===== src/rtl/axi_eth_tx_ctrl_bridge.sv =====
// TX front end for the AXI Ethernet MAC: emits a control stream on m_axis_txc
// ahead of every frame, then forwards the frame from s_axis_txd to m_axis_txd.
// TX status is always accepted and summarised in counters.
module axi_eth_tx_ctrl_bridge #(
   parameter int unsigned C_TDATA_WIDTH = 32,
   parameter int unsigned C_CTRL_WORDS  = 6,
   parameter int unsigned C_CSUM_EN     = 0,
   parameter int unsigned C_CNT_WIDTH   = 16
) (
   input  logic                       aclk,
   input  logic                       areset,
   input  logic                       enable,
   input  logic [1:0]                 cfg_csum_ctrl,
   input  logic [15:0]                cfg_csum_begin,
   input  logic [15:0]                cfg_csum_insert,
   input  logic [15:0]                cfg_csum_init,
   input  logic [C_TDATA_WIDTH-1:0]   s_axis_txd_tdata,
   input  logic [C_TDATA_WIDTH/8-1:0] s_axis_txd_tkeep,
   input  logic                       s_axis_txd_tlast,
   input  logic                       s_axis_txd_tvalid,
   output logic                       s_axis_txd_tready,
   output logic [C_TDATA_WIDTH-1:0]   m_axis_txd_tdata,
   output logic [C_TDATA_WIDTH/8-1:0] m_axis_txd_tkeep,
   output logic                       m_axis_txd_tlast,
   output logic                       m_axis_txd_tvalid,
   input  logic                       m_axis_txd_tready,
   output logic [31:0]                m_axis_txc_tdata,
   output logic [3:0]                 m_axis_txc_tkeep,
   output logic                       m_axis_txc_tlast,
   output logic                       m_axis_txc_tvalid,
   input  logic                       m_axis_txc_tready,
   input  logic [31:0]                s_axis_txs_tdata,
   input  logic [3:0]                 s_axis_txs_tkeep,
   input  logic                       s_axis_txs_tlast,
   input  logic                       s_axis_txs_tvalid,
   output logic                       s_axis_txs_tready,
   output logic [C_CNT_WIDTH-1:0]     frame_cnt,
   output logic [C_CNT_WIDTH-1:0]     status_cnt,
   output logic [31:0]                status_last,
   output logic                       busy
);

   localparam int unsigned IDX_W    = 4;
   localparam int unsigned LAST_IDX = C_CTRL_WORDS - 1;
   localparam logic [31:0] WORD0    = 32'hA000_0000;

   typedef enum logic [1:0] {
      ST_IDLE = 2'd0,
      ST_CTRL = 2'd1,
      ST_DATA = 2'd2
   } state_t;

   state_t                 state_q;
   logic [IDX_W-1:0]       idx_q;
   logic [IDX_W-1:0]       idx_d;
   logic [1:0]             csum_ctrl_q;
   logic [15:0]            csum_begin_q;
   logic [15:0]            csum_insert_q;
   logic [15:0]            csum_init_q;
   logic                   txc_valid_q;
   logic                   txc_last_q;
   logic [31:0]            txc_data_q;
   logic [C_CNT_WIDTH-1:0] frame_cnt_q;
   logic [C_CNT_WIDTH-1:0] status_cnt_q;
   logic [31:0]            status_last_q;
   logic                   in_data;
   logic                   txd_last_hs;
   logic                   unused_txs_keep;

   // Control word contents for beat i, built from the per-frame shadow copy
   function automatic logic [31:0] ctrl_word(input logic [IDX_W-1:0] i,
                                             input logic [1:0]       c_ctrl,
                                             input logic [15:0]      c_begin,
                                             input logic [15:0]      c_insert,
                                             input logic [15:0]      c_init);
      logic [31:0] w;
      w = 32'h0;
      if (i == IDX_W'(0)) begin
         w = WORD0;
      end else if (C_CSUM_EN != 0) begin
         case (i)
            IDX_W'(1): w = {30'b0, c_ctrl};
            IDX_W'(2): w = {c_begin, c_insert};
            IDX_W'(3): w = {16'b0, c_init};
            default:   w = 32'h0;
         endcase
      end
      return w;
   endfunction

   assign idx_d       = idx_q + IDX_W'(1);
   assign in_data     = (state_q == ST_DATA);
   assign txd_last_hs = in_data && s_axis_txd_tvalid && m_axis_txd_tready && s_axis_txd_tlast;

   // Frame sequencing: control beats first, then the data pass-through window
   always_ff @(posedge aclk) begin
      if (areset) begin
         state_q       <= ST_IDLE;
         idx_q         <= '0;
         csum_ctrl_q   <= '0;
         csum_begin_q  <= '0;
         csum_insert_q <= '0;
         csum_init_q   <= '0;
         txc_valid_q   <= 1'b0;
         txc_last_q    <= 1'b0;
         txc_data_q    <= '0;
         frame_cnt_q   <= '0;
      end else begin
         case (state_q)
            ST_IDLE: begin
               if (enable && s_axis_txd_tvalid) begin
                  state_q       <= ST_CTRL;
                  idx_q         <= '0;
                  csum_ctrl_q   <= cfg_csum_ctrl;
                  csum_begin_q  <= cfg_csum_begin;
                  csum_insert_q <= cfg_csum_insert;
                  csum_init_q   <= cfg_csum_init;
                  txc_valid_q   <= 1'b1;
                  txc_last_q    <= (LAST_IDX == 0);
                  txc_data_q    <= WORD0;
               end
            end
            ST_CTRL: begin
               if (m_axis_txc_tready) begin
                  if (idx_q == IDX_W'(LAST_IDX)) begin
                     state_q     <= ST_DATA;
                     idx_q       <= '0;
                     txc_valid_q <= 1'b0;
                     txc_last_q  <= 1'b0;
                     txc_data_q  <= '0;
                  end else begin
                     idx_q      <= idx_d;
                     txc_last_q <= (idx_d == IDX_W'(LAST_IDX));
                     txc_data_q <= ctrl_word(idx_d, csum_ctrl_q, csum_begin_q,
                                             csum_insert_q, csum_init_q);
                  end
               end
            end
            ST_DATA: begin
               if (txd_last_hs) begin
                  state_q     <= ST_IDLE;
                  frame_cnt_q <= frame_cnt_q + C_CNT_WIDTH'(1);
               end
            end
            default: state_q <= ST_IDLE;
         endcase
      end
   end

   // Status capture: every beat is accepted, only tlast beats are recorded
   always_ff @(posedge aclk) begin
      if (areset) begin
         status_cnt_q  <= '0;
         status_last_q <= '0;
      end else if (s_axis_txs_tvalid && s_axis_txs_tlast) begin
         status_cnt_q  <= status_cnt_q + C_CNT_WIDTH'(1);
         status_last_q <= s_axis_txs_tdata;
      end
   end

   assign m_axis_txc_tvalid = txc_valid_q;
   assign m_axis_txc_tdata  = txc_data_q;
   assign m_axis_txc_tlast  = txc_last_q;
   assign m_axis_txc_tkeep  = 4'hF;

   assign m_axis_txd_tvalid = in_data && s_axis_txd_tvalid;
   assign s_axis_txd_tready = in_data && m_axis_txd_tready;
   assign m_axis_txd_tdata  = s_axis_txd_tdata;
   assign m_axis_txd_tkeep  = s_axis_txd_tkeep;
   assign m_axis_txd_tlast  = s_axis_txd_tlast;

   assign s_axis_txs_tready = 1'b1;
   assign unused_txs_keep   = ^s_axis_txs_tkeep;

   assign frame_cnt   = frame_cnt_q;
   assign status_cnt  = status_cnt_q;
   assign status_last = status_last_q;
   assign busy        = (state_q != ST_IDLE);

endmodule


===== config.mk =====
export PLATFORM = sky130hd
export DESIGN_NAME = axi_eth_tx_ctrl_bridge
export DESIGN_NICKNAME = d
export VERILOG_FILES = /design/src/rtl/axi_eth_tx_ctrl_bridge.sv
export SDC_FILE = /design/constraint.sdc
export NUM_CORES = 1
export LEC_CHECK = 0
export ABC_AREA = 1
export CAP_MARGIN = 20
export CELL_PAD_IN_SITES_DETAIL_PLACEMENT = 1
export CELL_PAD_IN_SITES_GLOBAL_PLACEMENT = 1
export CORE_MARGIN = 2
export CORE_UTILIZATION = 24
export CTS_CLUSTER_DIAMETER = 100
export DETAILED_ROUTE_END_ITERATION = 16
export GPL_TIMING_DRIVEN = 0
export PLACE_DENSITY_LB_ADDON = 0.05
export SYNTH_ARGS = -nofsm -noshare
export SYNTH_HDL_FRONTEND = slang
export SYNTH_SLANG_ARGS = --single-unit
export TNS_END_PERCENT = 20

===== constraint.sdc =====
create_clock -name aclk -period 3.7 [get_ports aclk]
set_input_delay 0.74 -clock aclk [delete_from_list [all_inputs] [get_ports aclk]]
set_output_delay 0.74 -clock aclk [all_outputs]
set_load 0.1 [all_outputs]

==> impl_metrics.env <==
export IMPL_status="complete, no violations"
export IMPL_portBuffers=148
export IMPL_dp_hpwl_mm=9.053
export IMPL_cts_htree_levels=3
export IMPL_yosysSeqAreaShare_pct=39.22
export IMPL_fin_nets=839
export IMPL_p_seq_share_pct=34.2
export IMPL_yosysUniqueCellTypes=30
export IMPL_dr_total_vias=3715
export IMPL_critPathLaunchType="primary input"
export IMPL_clk_pin_slew_worst_paths_ns=0.05
export IMPL_synth_top_family_by_area="simple AND/OR/NAND/NOR gates"
export IMPL_swShare_pct=39.47
export IMPL_critical_path_top_delay_family="buffers and inverters"
export IMPL_endpoint="m_axis_txd_tvalid"
export IMPL_dieArea_um2=16540
export IMPL_synth_edff_count=0
export IMPL_drv_slew=0
export IMPL_synthMuxAreaShare_pct=0
export IMPL_irDropWorstVdd_uv=204.9
export IMPL_syn_area_um2=3726
export IMPL_final_util_pct=38.35
export IMPL_dr_first_iter_drc_count=92
export IMPL_arrival_ns=2.53
export IMPL_via_per_inst=4.155
export IMPL_synth_async_reset_ratio_pct=0
export IMPL_p_comb_share_pct=33.6
export IMPL_core_rowCount=45
export IMPL_hold_viol=0
export IMPL_r2r_cells=8
export IMPL_cts_hold_buffers=0
export IMPL_path_max_fanout=3
export IMPL_clock_latency_ns=0.34
export IMPL_antenna_found_initial=0
export IMPL_cts_tree="done"
export IMPL_yosys_warnings=0
export IMPL_wl_per_cell_um=12.75
export IMPL_overflow=0
export IMPL_worstMarginPinSlew_ns=1.021
export IMPL_yosys_area_share_xor_xnor_pct=0.9402
export IMPL_core_area_um2=15200
export IMPL_hold_class="flop to flop"
export IMPL_antenna_cells=0
export IMPL_reg2reg_from="frame_cnt[0]$_SDFFE_PP0P_"
export IMPL_dp_slack_ns=0.4232
export IMPL_setup_viol=0
export IMPL_r2r_end="frame_cnt[14]$_SDFFE_PP0P_"
export IMPL_cts_max_path_buffers=2
export IMPL_postSynthAreaPerCell_um2=7.306
export IMPL_p_clk_share_pct=32.3
export IMPL_cts_sinks=73
export IMPL_cap_violations=0
export IMPL_synthToLayoutAreaGrowth_pct=56.45
export IMPL_synth_fa_ha_area_share_pct=2.015
export IMPL_synth_compound_area_share_pct=11.05
export IMPL_cpPeakStageDelay_ns=1.12
export IMPL_fin_ws_ns=0.4315
export IMPL_slowest_stage="clkdlybuf4s50_1"
export IMPL_gp_congestion=0.7718
export IMPL_grt_use_total_pct=13.63
export IMPL_path_depth=3
export IMPL_p_leak_nw=2.434
export IMPL_p_sw_uw=961.6
export IMPL_setup_tns_ns=0
export IMPL_crit_buf_inv=2
export IMPL_grt_first_pass_wirelength_mm=17.85
export IMPL_fmax_mhz=306.0
export IMPL_critPathRequiredTime_ns=2.96
export IMPL_p_per_area_nw_per_um2=417.9
export IMPL_rsz0062_at_grt="no"
export IMPL_synth_seq_cells=73
export IMPL_drt_wl_total_mm=11.40
export IMPL_nFillCells=1878
export IMPL_start_util_pct=24.51
export IMPL_syn_inst=510
export IMPL_slew_limit_headroom_pct=31.73
export IMPL_p_int_mw=1.475
export IMPL_die_width_um=128.6
export IMPL_synthFlopType="dfxtp_1"
export IMPL_dr_pass1_iters=4
export IMPL_cp_startpoint="s_axis_txd_tvalid"
export IMPL_layout_drive_gt1_share_pct=15.86
export IMPL_post_cts_resized=0
export IMPL_post_route_period_util_pct=88.34
export IMPL_die_y_um=128.6
export IMPL_numCtsBuffers=9
export IMPL_critical_path_class="primary input to primary output"
export IMPL_period_minus_slack_ns=3.268
export IMPL_clockRootBuffer="clkbuf_16"
export IMPL_cts_setup_buffers=0
export IMPL_antenna_left=0
export IMPL_r2r_setup_slack_ns=2.19
export IMPL_grt_max_degree=12
export IMPL_worstSetupEndpointType="primary output"
export IMPL_grt_pass1_vias=3716
export IMPL_synth_simple_gate_area_share_pct=24.95
export IMPL_drc=0
export IMPL_crit_top_cell="clkdlybuf4s50_1"
export IMPL_ios=274
export IMPL_fin_worst_skew_ns=0.004090
export IMPL_path_cells="clkdlybuf4s50_1, and3_1, clkdlybuf4s50_1"
==> flip-flops by register name, summed over array words and instances, names as in the netlist <==
signal             flops
status_cnt            16
idx_q                  4
m_axis_txc_tdata       1
status_last           32
m_axis_txc_tvalid      1
m_axis_txc_tlast       1
state_q                2
frame_cnt             16
==> cell usage after synthesis (3+ instances only) <==
| master | count | area [um2] |
|---|---|---|
| dfxtp_1 | 73 | 1461 |
| clkbuf_1 | 8 | 30.03 |
| nand3_2 | 4 | 40.04 |
| nand3_1 | 21 | 105.1 |
| nand4_1 | 6 | 37.54 |
| nor2_1 | 104 | 390.4 |
| nor2_2 | 3 | 18.77 |
| xor2_1 | 3 | 26.28 |
| nor2_4 | 6 | 67.56 |
| buf_2 | 5 | 25.02 |
| nand2_1 | 51 | 191.4 |
| a21oi_1 | 25 | 125.1 |
| nand2_2 | 4 | 25.02 |
| o21ai_0 | 50 | 250.2 |
| buf_4 | 73 | 548.0 |
| ha_1 | 6 | 75.07 |
| nor3_1 | 3 | 15.01 |
| inv_1 | 49 | 183.9 |
==> cell type report <==
| class | instances | area (um2) | area share [%] |
|---|---|---|---|
| sequential | 73 | 1461 | 25.07 |
| inverter | 51 | 191.4 | 3.284 |
| multi-input combinational | 332 | 1583 | 27.15 |
| tap | 188 | 235.2 | 4.035 |
| clock buffer | 11 | 242.7 | 4.164 |
| buffer | 87 | 614.3 | 10.54 |
| clock inverter | 4 | 20.02 | 0.3434 |
| timing repair buffer | 148 | 1481 | 25.41 |
==> worst register-to-register path, delay by kind of cell (launching register included) <==
kind,cells,cell delay (ns)
simple gates,7,0.76
flops,1,0.41
fa+ha+maj,1,0.23
==> power groups by stage <==
stage               Clock, mW  Sequential [mW]  Combinational, mW
detailed placement          0            0.849              0.821
CTS                     0.830            0.833              0.823
finish                  0.786            0.832              0.818
global route            0.864            0.836              0.850
floorplan                   0             1.04              0.462
global placement            0            0.848              0.816
==> cell usage in the layout (no fill, tap or decap), drive strengths merged <==
cell and n:
clkdlybuf4s50 148, nor2 113, buf 79, dfxtp 73, nand2 56, o21ai 50, inv 50, conb 35
a21oi 25, nand3 25, clkbuf 19, nand4 6, ha 6, clkinv 5, nor3 3, xor2 3
o21bai 2, o21a 2, nand3b 2, and3 1, xnor2 1, o22ai 1, and2 1
==> how the worst min path moves through the flow <==
stage,start,end,cells past startpoint
final,m_axis_txc_tvalid$_SDFFE_PP0P_,m_axis_txc_tvalid$_SDFFE_PP0P_,2
after global routing,status_last[3]$_SDFFE_PP0P_,status_last[3]$_SDFFE_PP0P_,2
after CTS,m_axis_txc_tvalid$_SDFFE_PP0P_,m_axis_txc_tvalid$_SDFFE_PP0P_,2
after detailed placement,m_axis_txc_tvalid$_SDFFE_PP0P_,m_axis_txc_tvalid$_SDFFE_PP0P_,2
after global placement,m_axis_txc_tvalid$_SDFFE_PP0P_,m_axis_txc_tvalid$_SDFFE_PP0P_,2
after floorplan,idx_q[2]$_SDFFE_PP0P_,idx_q[2]$_SDFFE_PP0P_,2
==> through the flow <==
| step | std cells | hold WS (ns) | cell area (um2) | power [mW] |
|---|---|---|---|---|
| after floorplan | 543 | 0.4822 | 3850 | 1.501 |
| after global placement | 879 | 0.4476 | 5567 | 1.664 |
| after detailed placement | 879 | 0.4561 | 5567 | 1.670 |
| after CTS | 894 | 0.4656 | 5829 | 2.485 |
| after global routing | 894 | 0.5074 | 5829 | 2.549 |
| final | 894 | 0.4612 | 5829 | 2.436 |
==> metal layers <==
metal | vias up | wire (um) | global-route usage (%)
li1 | 1886 | - | -
met4 | 0 | 149 | 4.604
met2 | 105 | 5872 | 24.59
met5 | - | 0 | 0
met3 | 10 | 886 | 5.572
met1 | 1714 | 4487 | 14.42
==> kinds of logic (layout without fill, tap and decap cells) <==
group	Yosys count	in the layout
AO/OA/AOI/OAI	80	80
XOR/XNOR	4	4
AND/OR/NAND/NOR	207	207
adder cells (fa/ha/maj)	6	6
buffers and inverters	138	301
other	2	35
flip-flops	73	73
Power figures use the tool's default switching activity.
